$ cat src/rtl/wb_write_port_arbiter.sv
// -----------------------------------------------------------------------------
// wb_write_port_arbiter
//
// This block is the only writer into the register file's single write port.
// It merges two sources:
//   - Single-cycle MEM_WB results. These always win the port and have no
//     backpressure.
//   - Long-latency results, for example from a divider. These are buffered in
//     an in-order FIFO with DEPTH entries and drain only on cycles when the
//     pipeline does not write.
// It also tells the hazard unit which destinations are still waiting in the
// FIFO, and asks for a pipeline bubble when the FIFO is being starved.
//
// Ports
//   i_clk, i_rst            clock; synchronous active-high reset
//   i_pipe_valid/rd/data    MEM_WB write request (rd == 0 is discarded)
//   i_lat_valid/rd/data     long-latency result; handshake = valid & o_lat_ready
//   o_lat_ready             FIFO has room (from the registered count only)
//   o_RegWrite/o_rd/o_Rd    registered register-file write enable/index/value
//   i_query_rs1/rs2         hazard query indices
//   o_pend_hit1/2           the query index is targeted by a queued entry
//   o_stall_req             FIFO starved for STARVE_LIMIT cycles; drain needed
//   o_err_waw               sticky: pipe wrote an index that is still queued
// -----------------------------------------------------------------------------
module wb_write_port_arbiter #(
    parameter int unsigned XLEN         = 32,
    parameter int unsigned IDX_W        = 5,
    parameter int unsigned DEPTH        = 2,
    parameter int unsigned STARVE_LIMIT = 4
) (
    input  logic             i_clk,
    input  logic             i_rst,
    input  logic             i_pipe_valid,
    input  logic [IDX_W-1:0] i_pipe_rd,
    input  logic [XLEN-1:0]  i_pipe_data,
    input  logic             i_lat_valid,
    input  logic [IDX_W-1:0] i_lat_rd,
    input  logic [XLEN-1:0]  i_lat_data,
    output logic             o_lat_ready,
    output logic             o_RegWrite,
    output logic [IDX_W-1:0] o_rd,
    output logic [XLEN-1:0]  o_Rd,
    input  logic [IDX_W-1:0] i_query_rs1,
    input  logic [IDX_W-1:0] i_query_rs2,
    output logic             o_pend_hit1,
    output logic             o_pend_hit2,
    output logic             o_stall_req,
    output logic             o_err_waw
);

    localparam int unsigned PTR_W = (DEPTH > 1) ? $clog2(DEPTH) : 1;
    localparam int unsigned CNT_W = $clog2(DEPTH + 1);
    localparam int unsigned STV_W = (STARVE_LIMIT > 0) ? $clog2(STARVE_LIMIT + 1) : 1;

    localparam logic [CNT_W-1:0] DEPTH_C  = CNT_W'(DEPTH);
    localparam logic [PTR_W-1:0] PTR_LAST = PTR_W'(DEPTH - 1);
    localparam logic [STV_W-1:0] STV_MAX  = STV_W'(STARVE_LIMIT);

    // FIFO storage and state
    logic [IDX_W-1:0] r_fifo_rd   [DEPTH];
    logic [XLEN-1:0]  r_fifo_data [DEPTH];
    logic [DEPTH-1:0] r_valid;
    logic [PTR_W-1:0] r_wr_ptr;
    logic [PTR_W-1:0] r_rd_ptr;
    logic [CNT_W-1:0] r_count;

    // Output and status registers
    logic             r_RegWrite;
    logic [IDX_W-1:0] r_rd;
    logic [XLEN-1:0]  r_Rd;
    logic [STV_W-1:0] r_starve;
    logic             r_stall;
    logic             r_err;

    // Combinational decode
    logic             w_pipe_win;
    logic             w_empty;
    logic             w_lat_ready;
    logic             w_push;
    logic             w_pop;
    logic [PTR_W-1:0] w_wr_ptr_nxt;
    logic [PTR_W-1:0] w_rd_ptr_nxt;
    logic [STV_W-1:0] w_starve_d;
    logic             w_hit1;
    logic             w_hit2;
    logic             w_hit_pipe;

    always_comb begin
        w_pipe_win  = i_pipe_valid && (i_pipe_rd != '0);
        w_empty     = (r_count == '0);
        w_lat_ready = (r_count < DEPTH_C);
        // A handshake with rd == 0 still completes, but nothing is stored.
        w_push      = i_lat_valid && w_lat_ready && (i_lat_rd != '0);
        w_pop       = !w_pipe_win && !w_empty;

        // The pointers wrap modulo DEPTH, so DEPTH need not be a power of two.
        w_wr_ptr_nxt = (r_wr_ptr == PTR_LAST) ? '0 : r_wr_ptr + PTR_W'(1);
        w_rd_ptr_nxt = (r_rd_ptr == PTR_LAST) ? '0 : r_rd_ptr + PTR_W'(1);

        // The FIFO is non-empty and no pop happens only when the pipe owns
        // the port. So counting "not drained" is the same as counting
        // "blocked by the pipe".
        w_starve_d = r_starve;
        if (w_empty || w_pop) begin
            w_starve_d = '0;
        end else if (r_starve != STV_MAX) begin
            w_starve_d = r_starve + STV_W'(1);
        end
    end

    // Compare each query against the destinations still queued.
    always_comb begin
        w_hit1     = 1'b0;
        w_hit2     = 1'b0;
        w_hit_pipe = 1'b0;
        for (int i = 0; i < DEPTH; i++) begin
            if (r_valid[i]) begin
                if (r_fifo_rd[i] == i_query_rs1) w_hit1 = 1'b1;
                if (r_fifo_rd[i] == i_query_rs2) w_hit2 = 1'b1;
                if (r_fifo_rd[i] == i_pipe_rd)   w_hit_pipe = 1'b1;
            end
        end
    end

    // FIFO payload needs no reset: r_valid and r_count qualify it.
    always_ff @(posedge i_clk) begin
        if (w_push) begin
            r_fifo_rd[r_wr_ptr]   <= i_lat_rd;
            r_fifo_data[r_wr_ptr] <= i_lat_data;
        end
    end

    always_ff @(posedge i_clk) begin
        if (i_rst) begin
            r_valid    <= '0;
            r_wr_ptr   <= '0;
            r_rd_ptr   <= '0;
            r_count    <= '0;
            r_RegWrite <= 1'b0;
            r_rd       <= '0;
            r_Rd       <= '0;
            r_starve   <= '0;
            r_stall    <= 1'b0;
            r_err      <= 1'b0;
        end else begin
            if (w_push) begin
                r_valid[r_wr_ptr] <= 1'b1;
                r_wr_ptr          <= w_wr_ptr_nxt;
            end
            // Push targets the tail slot and pop the head slot. Both happen
            // together only when the FIFO is neither empty nor full, so the
            // two slots are always different.
            if (w_pop) begin
                r_valid[r_rd_ptr] <= 1'b0;
                r_rd_ptr          <= w_rd_ptr_nxt;
            end

            if (w_push && !w_pop) begin
                r_count <= r_count + CNT_W'(1);
            end else if (!w_push && w_pop) begin
                r_count <= r_count - CNT_W'(1);
            end

            if (w_pipe_win) begin
                r_RegWrite <= 1'b1;
                r_rd       <= i_pipe_rd;
                r_Rd       <= i_pipe_data;
            end else if (w_pop) begin
                r_RegWrite <= 1'b1;
                r_rd       <= r_fifo_rd[r_rd_ptr];
                r_Rd       <= r_fifo_data[r_rd_ptr];
            end else begin
                r_RegWrite <= 1'b0;
            end

            r_starve <= w_starve_d;
            r_stall  <= (w_starve_d == STV_MAX);

            if (w_pipe_win && w_hit_pipe) begin
                r_err <= 1'b1;
            end
        end
    end

    always_comb begin
        o_lat_ready = w_lat_ready;
        o_RegWrite  = r_RegWrite;
        o_rd        = r_rd;
        o_Rd        = r_Rd;
        o_pend_hit1 = w_hit1 && (i_query_rs1 != '0);
        o_pend_hit2 = w_hit2 && (i_query_rs2 != '0);
        o_stall_req = r_stall;
        o_err_waw   = r_err;
    end

endmodule
$ cat config.mk
export PLATFORM = sky130hd
export DESIGN_NAME = wb_write_port_arbiter
export DESIGN_NICKNAME = d
export VERILOG_FILES = /design/src/rtl/wb_write_port_arbiter.sv
export SDC_FILE = /design/constraint.sdc
export NUM_CORES = 1
export LEC_CHECK = 0
export ABC_AREA = 1
export BUFFER_PORTS_ARGS = -buffer_cell sky130_fd_sc_hd__buf_2
export CAP_MARGIN = 10
export CORE_ASPECT_RATIO = 1.75
export CORE_MARGIN = 3
export CORE_UTILIZATION = 53
export CTS_CLUSTER_SIZE = 20
export DETAILED_ROUTE_END_ITERATION = 8
export GPL_TIMING_DRIVEN = 0
export PLACE_DENSITY = 0.78
export SLEW_MARGIN = 20
export SYNTH_ARGS = -nofsm -noshare
export SYNTH_HDL_FRONTEND = slang
export SYNTH_SLANG_ARGS = --single-unit
$ cat constraint.sdc
create_clock -name i_clk -period 3.4 [get_ports i_clk]
set_clock_uncertainty 0.2 [all_clocks]
set_input_delay 0.17 -clock i_clk [delete_from_list [all_inputs] [get_ports i_clk]]
set_output_delay 0.17 -clock i_clk [all_outputs]
set_load 0.005 [all_outputs]
After elaboration in Yosys (flattened, before gate mapping)
Memory sizes are Yosys's and may differ from the RTL's. A register that Yosys moved wholly into a read port is not among the register bits.
Index checks and enable logic that the tools add are counted.
{"block": "totals", "reg_bits": 49, "ramBits": 74, "inputBits": 88, "elab_cells": 93, "n_memories": 2}
{"block": "classes", "addsub": 5, "order_cmp": 5, "n_eq_ne": 8, "mux": 37, "bitwise_logic": 3, "reduce_logical": 23}
{"memory": "r_fifo_data", "depth": 2, "word_bits": 32, "read_ports": 1, "rd_ports_with_merged_regs": 1, "wr": 1, "line_no": "61", "source": "logic [XLEN-1:0] r_fifo_data [DEPTH];"}
{"memory": "r_fifo_rd", "depth": 2, "word_bits": 5, "read_ports": 3, "rd_ports_with_merged_regs": 1, "wr": 1, "line_no": "60", "source": "logic [IDX_W-1:0] r_fifo_rd [DEPTH];"}
{"cell": "2-to-1 mux 32 bit", "count": 2}
{"cell": "equality test 5 bit", "count": 6}
{"cell": "2-to-1 mux 1 bit", "count": 24}
{"cell": "nonzero test 5 bit", "count": 4}
{"cell": "logical AND 1 bit", "count": 11}
{"cell": "2-to-1 mux 2 bit", "count": 5}
{"cell": "2-to-1 mux 5 bit", "count": 2}
{"cell": "2-to-1 mux 3 bit", "count": 2}
{"cell": "zero test 1 bit", "count": 4}
{"cell": "less-than comparator 1 x 2 -> 1 bit, second input constant", "count": 2}
{"cell": "nonzero test 2 bit", "count": 2}
{"cell": "adder 3 x 1 -> 3 bit, second input constant", "count": 1}
{"cell": "equality test 3 bit, second input constant", "count": 1}
{"cell": "inequality test 3 bit, second input constant", "count": 1}
{"cell": "adder 1 bit, second input constant", "count": 2}
{"cell": "adder 2 x 1 -> 2 bit, second input constant", "count": 1}
{"cell": "AND 2 bit", "count": 1}
{"cell": "demux 1 bit (select 1 bit)", "count": 2}
{"cell": "greater-or-equal comparator 1 bit, second input constant", "count": 2}
{"cell": "zero test 2 bit", "count": 1}
{"cell": "less-than comparator 2 bit, second input constant", "count": 1}
{"cell": "NOT 2 bit", "count": 1}
{"cell": "bitwise OR 2 bit", "count": 1}
{"cell": "subtractor 2 x 1 -> 2 bit, second input constant", "count": 1}
{"cell": "logical OR 1 bit", "count": 1}

Longest topological paths before layout
Gate-level depths: netlist of run 1.
{"block": "logic_depth", "ltp_word": 9, "depth_mapped": 10, "depth_no_buf": 9}

Worst setup path after synthesis of run 1
OpenSTA, ideal clock, no wires.
{"block": "synth_timing", "path_type": "reg2reg", "startpoint": "reg r_count[1]", "endpoint": "mem r_fifo_data[0][0] (enable)", "arrival_time_ps": 2101, "t_required_ps": 2767, "path_slack_ps": 666, "stages_incl_launch_ff": 4, "synth_period_minus_slack_ps": 2734, "cell_sequence": "dfxtp_1 inv_1 nand3_1 nor2_1"}
{"block": "synth_between", "elab_chain_len": 5}
{"item": "start, declared", "line_no": "65", "source": "logic [CNT_W-1:0] r_count;"}
{"item": "start signal, assigned", "line_no": "159", "source": "r_count <= r_count + CNT_W'(1);"}
{"item": "start signal, assigned", "line_no": "161", "source": "r_count <= r_count - CNT_W'(1);"}
{"item": "less-than comparator 2 bit", "line_no": "91", "source": "w_lat_ready = (r_count < DEPTH_C);"}
{"item": "via o_lat_ready", "line_no": "39", "source": "output logic o_lat_ready,"}
{"item": "logical AND 1 bit (2 in a row)", "line_no": "93", "source": "w_push = i_lat_valid && w_lat_ready && (i_lat_rd != '0);"}
{"item": "2-to-1 mux 1 bit", "line_no": "127", "source": "if (w_push) begin"}
{"item": "2-to-1 mux 1 bit (implied by the code)", "line_no": "129", "source": "r_fifo_data[r_wr_ptr] <= i_lat_data;"}
{"item": "end, declared", "line_no": "61"}
The timed path passes the listed nets, and every way through them passes these cells.

==> metrics.yaml, run 1 <==
synthesis:
  synthDistinctLibCells: 27
  ys.flop_type: "edfxtp_1"
  yosys_warnings: 0
  synth_top_area_cell: "edfxtp_1"
  synth_edf_count: 74
  syn_area_sq_mm: 0.005258
  syn_avg_cell_area_sq_um: 9.665
  synth_top_cell_area_share: 0.4227
  ys_async_sr_fraction: 0
  yosysSeqAreaShare: 0.6130
  synth_area_leaders: "edfxtp_1 42%, dfxtp_1 19%, nand2_1 13%"
  syn-num-nets: 635
  yosysMostFrequentCell: "nand2_1"
  ys_top_cells_by_count: "187 x nand2_1, 74 x edfxtp_1, 50 x dfxtp_1"
  syn-instance-count: 544
  synth_seq_cells: 124
timing:
  worst_pin_slew_ns: 0.5406
  fin_crit_sh: 0.6018
  timing.fmax_mhz: 488.7
  finalSetupViolations: 0
  rsz0062_at_grt: "false"
  layout_min_cycle_time_ns: 2.046
  hold_viol: 0
  slew_headroom: 0.6396
  maxSlewViolCount: 0
floorplanning:
  coreArea_sq_mm: 0.009585
  die_w_microns: 81.29
  die_area_sq_mm: 0.01120
  std_cell_rows: 47
  fp.dieH_microns: 137.8
  ios: 131
  start_util: 0.5485
place:
  place.gp.congestion: 0.8483
  place_hpwl_microns: 9324
  place_area_sq_mm: 0.006103
  port_buffers: 129
power_and_ir_drop:
  combinationalPowerShare: 0.214
  clkPwrFrac: 0.372
  irDropWorstVdd_mv: 0.5990
  seq_power_share: 0.414
  netSwitchingPower_mw: 1.409
  p_total_mw: 4.867
  p_leak_nw: 3.337
  power_density_mw_per_mm2: 654.0
  internal_power_mw: 3.458
  switching_share: 0.2894
routing:
  drt_pre_antenna_iters: 5
  detail_route.wl_per_cell_microns: 16.64
  ant_nets: 0
  route.vias.total: 4705
  drt_iter0_markers: 297
  wl_met1_microns: 5121
  routed_wirelength_microns: 15020
  top_layer: "met4"
  route.detailed.drc: 0
  met3_wirelength_microns: 840
  routed-wl-met2_microns: 8426
  via_per_inst: 5.210
clocking:
  cts_max_path_buffers: 2
  cts_resized: 0
  clk_latency_ns: 0.41
  cts_tree: "done"
  cts_root_buf: "clkbuf_16"
  cts_buffers: 17
  post_cts_buffers: 0
  clock-sinks: 124
  hold_buffers: 74
  clk_pin_slew_ns: 0.05
  htreeDepth: 4
global_route:
  grt_pass1_vias: 4807
  grt_max_degree: 34
  grt.total_usage: 0.2752
  grt_pass1_wl_microns: 22690
  antenna_found_initial: 0
  overflow: 0
setup_path:
  crit_start: "r_fifo_rd[1][2]$_DFFE_PP_"
  arrival_ns: 1.68
  r2r_start: "r_count[1]$_SDFFE_PP0P_"
  critical_path.cell_chain: "inv_1 > o22ai_1 > nor2_1 > nand3_1 > a21oi_1 > buf_2"
  slowest_stage: "edfxtp_1"
  crit_type: "register to output pin"
  endpoint_kind: "output pin"
  cp.required_ns: 3.03
  start_kind: "register"
  worstPathMaxFanout: 5
  slowest_delay_ns: 0.50
hold_path:
  worstHoldStart: "i_pipe_rd[2]"
  hp-class: "input pin to register"
finish:
  num_antenna_cells: 0
  postLayoutCellArea_sq_mm: 0.007442
  fin_nets: 859
  drive_gt1_frac: 0.2420
  syn2layout_area_growth_pct: 41.55
run:
  maxCapViolations: 0
status:
  status: "finished, final reports clean"
-- layer usage --
layer,vias to the layer above,global-route usage
met2,196,0.5113
li1,2269,-
met1,2194,0.2700
met5,-,0
met4,0,0.1438
met3,46,0.07003
-- worst paths after layout --
| path | end | slack (ns) | cells after the start |
|---|---|---|---|
| max | o_pend_hit1 | 1.35 | 6 |
| min | o_rd[2]$_SDFFE_PP0P_ | 0.01 | 5 |
| max reg2reg | r_count[1]$_SDFFE_PP0P_ | 1.36 | 8 |
| min reg2reg | o_Rd[26]$_SDFFE_PP0P_ | 0.25 | 2 |
-- power by group through the flow --
stage	Sequential [mW]	Combinational (mW)	Clock [mW]
after floorplan	2.01	0.576	0
after global placement	2.02	0.884	0
final	2.01	1.04	1.81
after global routing	2.03	1.14	1.90
after detailed placement	2.03	0.940	0
after CTS	2.00	1.02	1.81
-- critical path: cells and delay by family, from the launching register on --
family                 cells  cell delay [ns]
AO/OA/AOI/OAI              2             0.27
buffers and inverters      2             0.31
flip-flops                 1             0.50
AND/OR/NAND/NOR            2             0.18
-- sequential cells by signal (all words and copies together) (netlist names), named ones only --
name	flops
r_count	2
r_fifo_data	64
r_fifo_rd	10
r_valid	2
r_wr_ptr	1
r_starve	3
o_Rd	32
o_rd	5
o_err_waw	1
o_RegWrite	1
o_stall_req	1
r_rd_ptr	1
-- cell usage in the layout (no fill, tap or decap), types with 5 or more instances in the layout --
cell           synthesis  layout
a21oi_1               12      12
mux2i_1               32      32
buf_2                 10     139
dfxtp_1               50      50
inv_1                 37      36
inv_2                  5       6
o21ai_0               41      41
clkbuf_16              0      17
nand3_1               17      17
nand2_1              187     187
edfxtp_1              74      74
o22ai_1               10      10
clkbuf_1               5       5
nor2_1                29      28
o21ai_1               10      10
dlygate4sd3_1          0      74
clkinvlp_4             0       6
-- through the flow --
stage / TNS (ns) / worst slack [ns] / util / hold WS (ns) / std cells
floorplan: 0 / 0.6661 / - / 0.06887 / 544
global placement: -5.897 / -0.1625 / 0.6318 / 0.1588 / 795
detailed placement: 0 / 1.422 / 0.6367 / 0.1607 / 797
CTS: 0 / 1.372 / 0.7764 / 0.0003672 / 903
global route: 0 / 1.208 / 0.7764 / 0.02064 / 903
finish: 0 / 1.354 / 0.7764 / 0.01166 / 903
-- cells by family (layout without fill, tap and decap cells) --
group / Yosys count / in the layout / synth area share
AO/OA/AOI/OAI: 74 / 74 / 0.07354
XOR/XNOR: 5 / 5 / 0.008331
adder cells (fa/ha/maj): 3 / 3 / 0.007140
buffers and inverters: 63 / 300 / 0.05378
flip-flops: 124 / 124 / 0.6130
multiplexers: 32 / 32 / 0.06092
AND/OR/NAND/NOR: 243 / 243 / 0.1832
-- area by class of cell --
class,instances,area (sq um)
plain buffers,20,121.4
fillers,651,2143
clock inverters,15,172.7
repair buffers,205,1426
inverters,43,161.4
multi-input cells,357,1759
well taps,122,152.6
flip-flops and latches,124,3223
clock buffers,17,425.4
Power figures use the tool's default switching activity.
==> run 2: changes to the inputs <==
ABC_AREA = 0   (was 1)
CORE_UTILIZATION = 48   (was 53)
PLACE_DENSITY = 0.74   (was 0.78)
clock period = 1.8 ns   (was 3.4 ns; I/O delays follow)
==> run 2 against run 1 <==
Compared with the run above: critical path depth down 1; critical path type unchanged; synthesized area shrank 2.3%; flip-flop and latch count is the same; count of clock-buffer cells in the layout increased by 6; first-iteration DRC count down 33%; worst setup slack worse by 1.6 ns; largest cell class unchanged; the run now ends with negative setup slack left; critical endpoint unchanged; worst hold slack gained 0.036 ns; global-route usage is 2.0 points lower; die area rose by 7.4%; combinational power rose to 2.7 times the previous value.
==> metrics.yaml, run 2 <==
setup_path:
  worstPathMaxFanout: 4  # -1
  endpoint_kind: "output pin"
  r2r_end: "o_err_waw$_SDFFE_PP0P_"
  crit_start: "r_fifo_rd[1][0]$_DFFE_PP_"
  reg2reg_setup_slack_ns: -0.06  # -1.42 ns
  r2r_start: "r_fifo_rd[0][0]$_DFFE_PP_"
  arrival_ns: 1.80  # +0.12 ns
  start_kind: "register"
  crit_type: "register to output pin"
  cp.required_ns: 1.51  # -1.52 ns
  reg2reg_depth: 6  # -2
place:
  dp_cells: 693  # -13%
  port_buffers: 128  # -0.78%
  place_hpwl_microns: 9348  # +0.26%
  place.gp.congestion: 0.9202  # +8.5%
clocking:
  clk_pin_slew_ns: 0.05  # about the same
  cts_buffers: 17  # unchanged
  htreeDepth: 4  # unchanged
  cts_root_buf: "clkbuf_16"
  clock-sinks: 124  # unchanged
  clk_latency_ns: 0.41  # about the same
  cts_tree: "done"
  cts_max_path_buffers: 2  # unchanged
timing:
  setup_ws_ns: -0.2918  # -1.646 ns
  fin_crit_sh: 1.162
  hold_viol: 0  # unchanged
  fin_hold_ws_ns: 0.04750  # +0.03585 ns
  layout_min_cycle_time_ns: 2.092
  maxSlewViolCount: 0  # unchanged
  finalSetupViolations: 4  # +4
  slew_headroom: 0.5939  # -0.04572
  timing.fmax_mhz: 478.1
  worst_pin_slew_ns: 0.6045  # +0.06393 ns
  rsz0062_at_grt: "true"
global_route:
  grt_pass1_wl_microns: 23260  # +2.5%
  grt.total_usage: 0.2550  # -0.02020
  grt_pass1_vias: 4712  # -2.0%
  antenna_found_initial: 0  # unchanged
  grt_max_degree: 20  # -41%
  overflow: 0  # unchanged
status:
  failed_checks: "negative setup slack"
  status: "finished, violations left"
floorplanning:
  coreArea_sq_mm: 0.01036  # +8.1%
  ios: 131  # unchanged
  die_w_microns: 84.21  # +3.6%
  fp.dieH_microns: 142.9  # +3.7%
  start_util: 0.4958  # -0.05266
  die_area_sq_mm: 0.01203  # +7.4%
  std_cell_rows: 49  # +4.3%
routing:
  route.detailed.drc: 0  # unchanged
  ant_nets: 0  # unchanged
  detail_route.wl_per_cell_microns: 18.64  # +12%
  drt_pre_antenna_iters: 5  # unchanged
  route.vias.total: 4499  # -4.4%
  drt_iter0_markers: 200  # -33%
  via_per_inst: 5.440  # +4.4%
  routed_wirelength_microns: 15410  # +2.6%
synthesis:
  synth_top_cell_area_share: 0.4325  # +0.009882
  syn_area_sq_mm: 0.005137  # -2.3%
  yosysSeqAreaShare: 0.6274  # +0.01433
  synth_top_area_cell: "edfxtp_1"
  ys.flop_type: "edfxtp_1"
  syn-instance-count: 435  # -20%
  syn_avg_cell_area_sq_um: 11.81  # +22%
  ys_top_cells_by_count: "77 x nand2_1, 74 x edfxtp_1, 50 x dfxtp_1"
  synth_area_leaders: "edfxtp_1 43%, dfxtp_1 19%, mux2i_1 7.6%"
  synth_seq_cells: 124  # unchanged
  synthDistinctLibCells: 33  # +22%
  yosysMostFrequentCell: "nand2_1"
  ys_async_sr_fraction: 0  # unchanged
  syn-num-nets: 526  # -17%
  synth_edf_count: 74  # unchanged
  yosys_warnings: 0  # unchanged
finish:
  n_fill_cell: 680  # +4.5%
  regArea_sq_mm: 0.003228  # +0.16%
  final_common_cell: "buf_2"
  num_antenna_cells: 0  # unchanged
  fin_nets: 778  # -9.4%
  layout_common_cells: "131 x buf_2, 81 x dlygate4sd3_1, 76 x nand2_1"
  syn2layout_area_growth_pct: 49.78
  max_flop_register: "r_fifo_data"
  multi_input_area_sq_mm: 0.001876  # +6.6%
  fin_cells: 827  # -8.4%
  drive_gt1_frac: 0.3057  # +0.06372
  largest_reg_flops: 64  # unchanged
hold_path:
  holdPathStages: 4  # -1
  worstHoldStart: "i_pipe_rd[3]"
  hp-class: "input pin to register"
  hold_end: "o_err_waw$_SDFFE_PP0P_"
power_and_ir_drop:
  irDropWorstVdd_mv: 0.8882  # +48%
  power_density_mw_per_mm2: 1292  # +98%
  p_leak_nw: 3.075  # -7.9%
run:
  maxCapViolations: 0  # unchanged
run 2: cell count changes after synthesis, sizes merged, moves of 23 or more:
cell,change
inv,-38
xor2,+23
o211ai,+37
nand2,-111
a21oi,+33
o21ai,-48
run 2: critical path, cell delays in order, from the launching register on:
cell	delay, ns
edfxtp_1	0.49
xor2_1	0.20
nor4_1	0.30
nand3_1	0.13
a21oi_1	0.15
buf_2	0.12
run 2: report_power, final:
group / internal (mW) / total (mW) / switching [mW] / leakage (nW)
sequential: 3.53 / 3.78 / 0.256 / 1.10
combinational: 1.26 / 2.80 / 1.54 / 1.67
clock: 2.17 / 3.36 / 1.19 / 0.300
run 2: kinds of logic (layout without fill, tap and decap cells):
family | after synthesis | after routing | share of synthesized area
AND/OR/NAND/NOR | 112 | 113 | 0.09426
XOR/XNOR | 33 | 33 | 0.05626
multiplexers | 39 | 39 | 0.07599
adder cells (fa/ha/maj) | 3 | 3 | 0.007307
buffers and inverters | 32 | 296 | 0.02679
flip-flops | 124 | 124 | 0.6274
AO/OA/AOI/OAI | 92 | 92 | 0.1120
run 2: through the flow:
| stage | util | cell area, sq um | setup WS [ns] | power (mW) | TNS, ns |
|---|---|---|---|---|---|
| 2_1_floorplan | - | 5216 | -0.2800 | 5.319 | -11.08 |
| 3_3_place_gp | 0.5806 | 6016 | -0.8350 | 6.074 | -42.81 |
| 3_5_place_dp | 0.5842 | 6053 | -0.4680 | 6.191 | -13.50 |
| 4_1_cts | 0.7290 | 7553 | -0.2902 | 9.770 | -0.5709 |
| 5_1_grt | 0.7427 | 7695 | -0.3774 | 10.39 | -1.078 |
| 6_report | 0.7427 | 7695 | -0.2918 | 9.939 | -0.6762 |
run 2: repair_timing:
item / CTS / global route
setup endpoints to repair: 74 / 31
setup buffers: 8 / 14
hold buffers: 81 / 0
resized for setup: 10 / 13
cloned: 1 / 0
endpoints found under the hold margin: 121 / 0
pin swaps: 12 / 13
run 2: final cells by class:
type,instances,share of cell area
repair buffers,234,0.2154
inverters,4,0.001951
multi-input cells,280,0.2437
plain buffers,26,0.02081
clock buffers,23,0.06764
clock inverters,9,0.01024
flip-flops and latches,124,0.4195
well taps,127,0.02065
run 2: how the worst max path moves through the flow:
stage / to / slack, ns / cells past startpoint
after detailed placement: r_count[1]$_SDFFE_PP0P_ / -0.47 / 9
after floorplan: r_fifo_data[0][0]$_DFFE_PP_ / -0.28 / 2
after CTS: o_pend_hit2 / -0.29 / 5
final: o_pend_hit1 / -0.29 / 5
after global routing: o_pend_hit2 / -0.38 / 5
after global placement: r_fifo_data[0][8]$_DFFE_PP_ / -0.84 / 2
run 2: per-layer routing:
metal | wire (microns) | global-route usage
met5 | 0 | 0
met2 | 8738 | 0.4858
met1 | 5309 | 0.2478
met3 | 729 | 0.05947
met4 | 635 | 0.1407
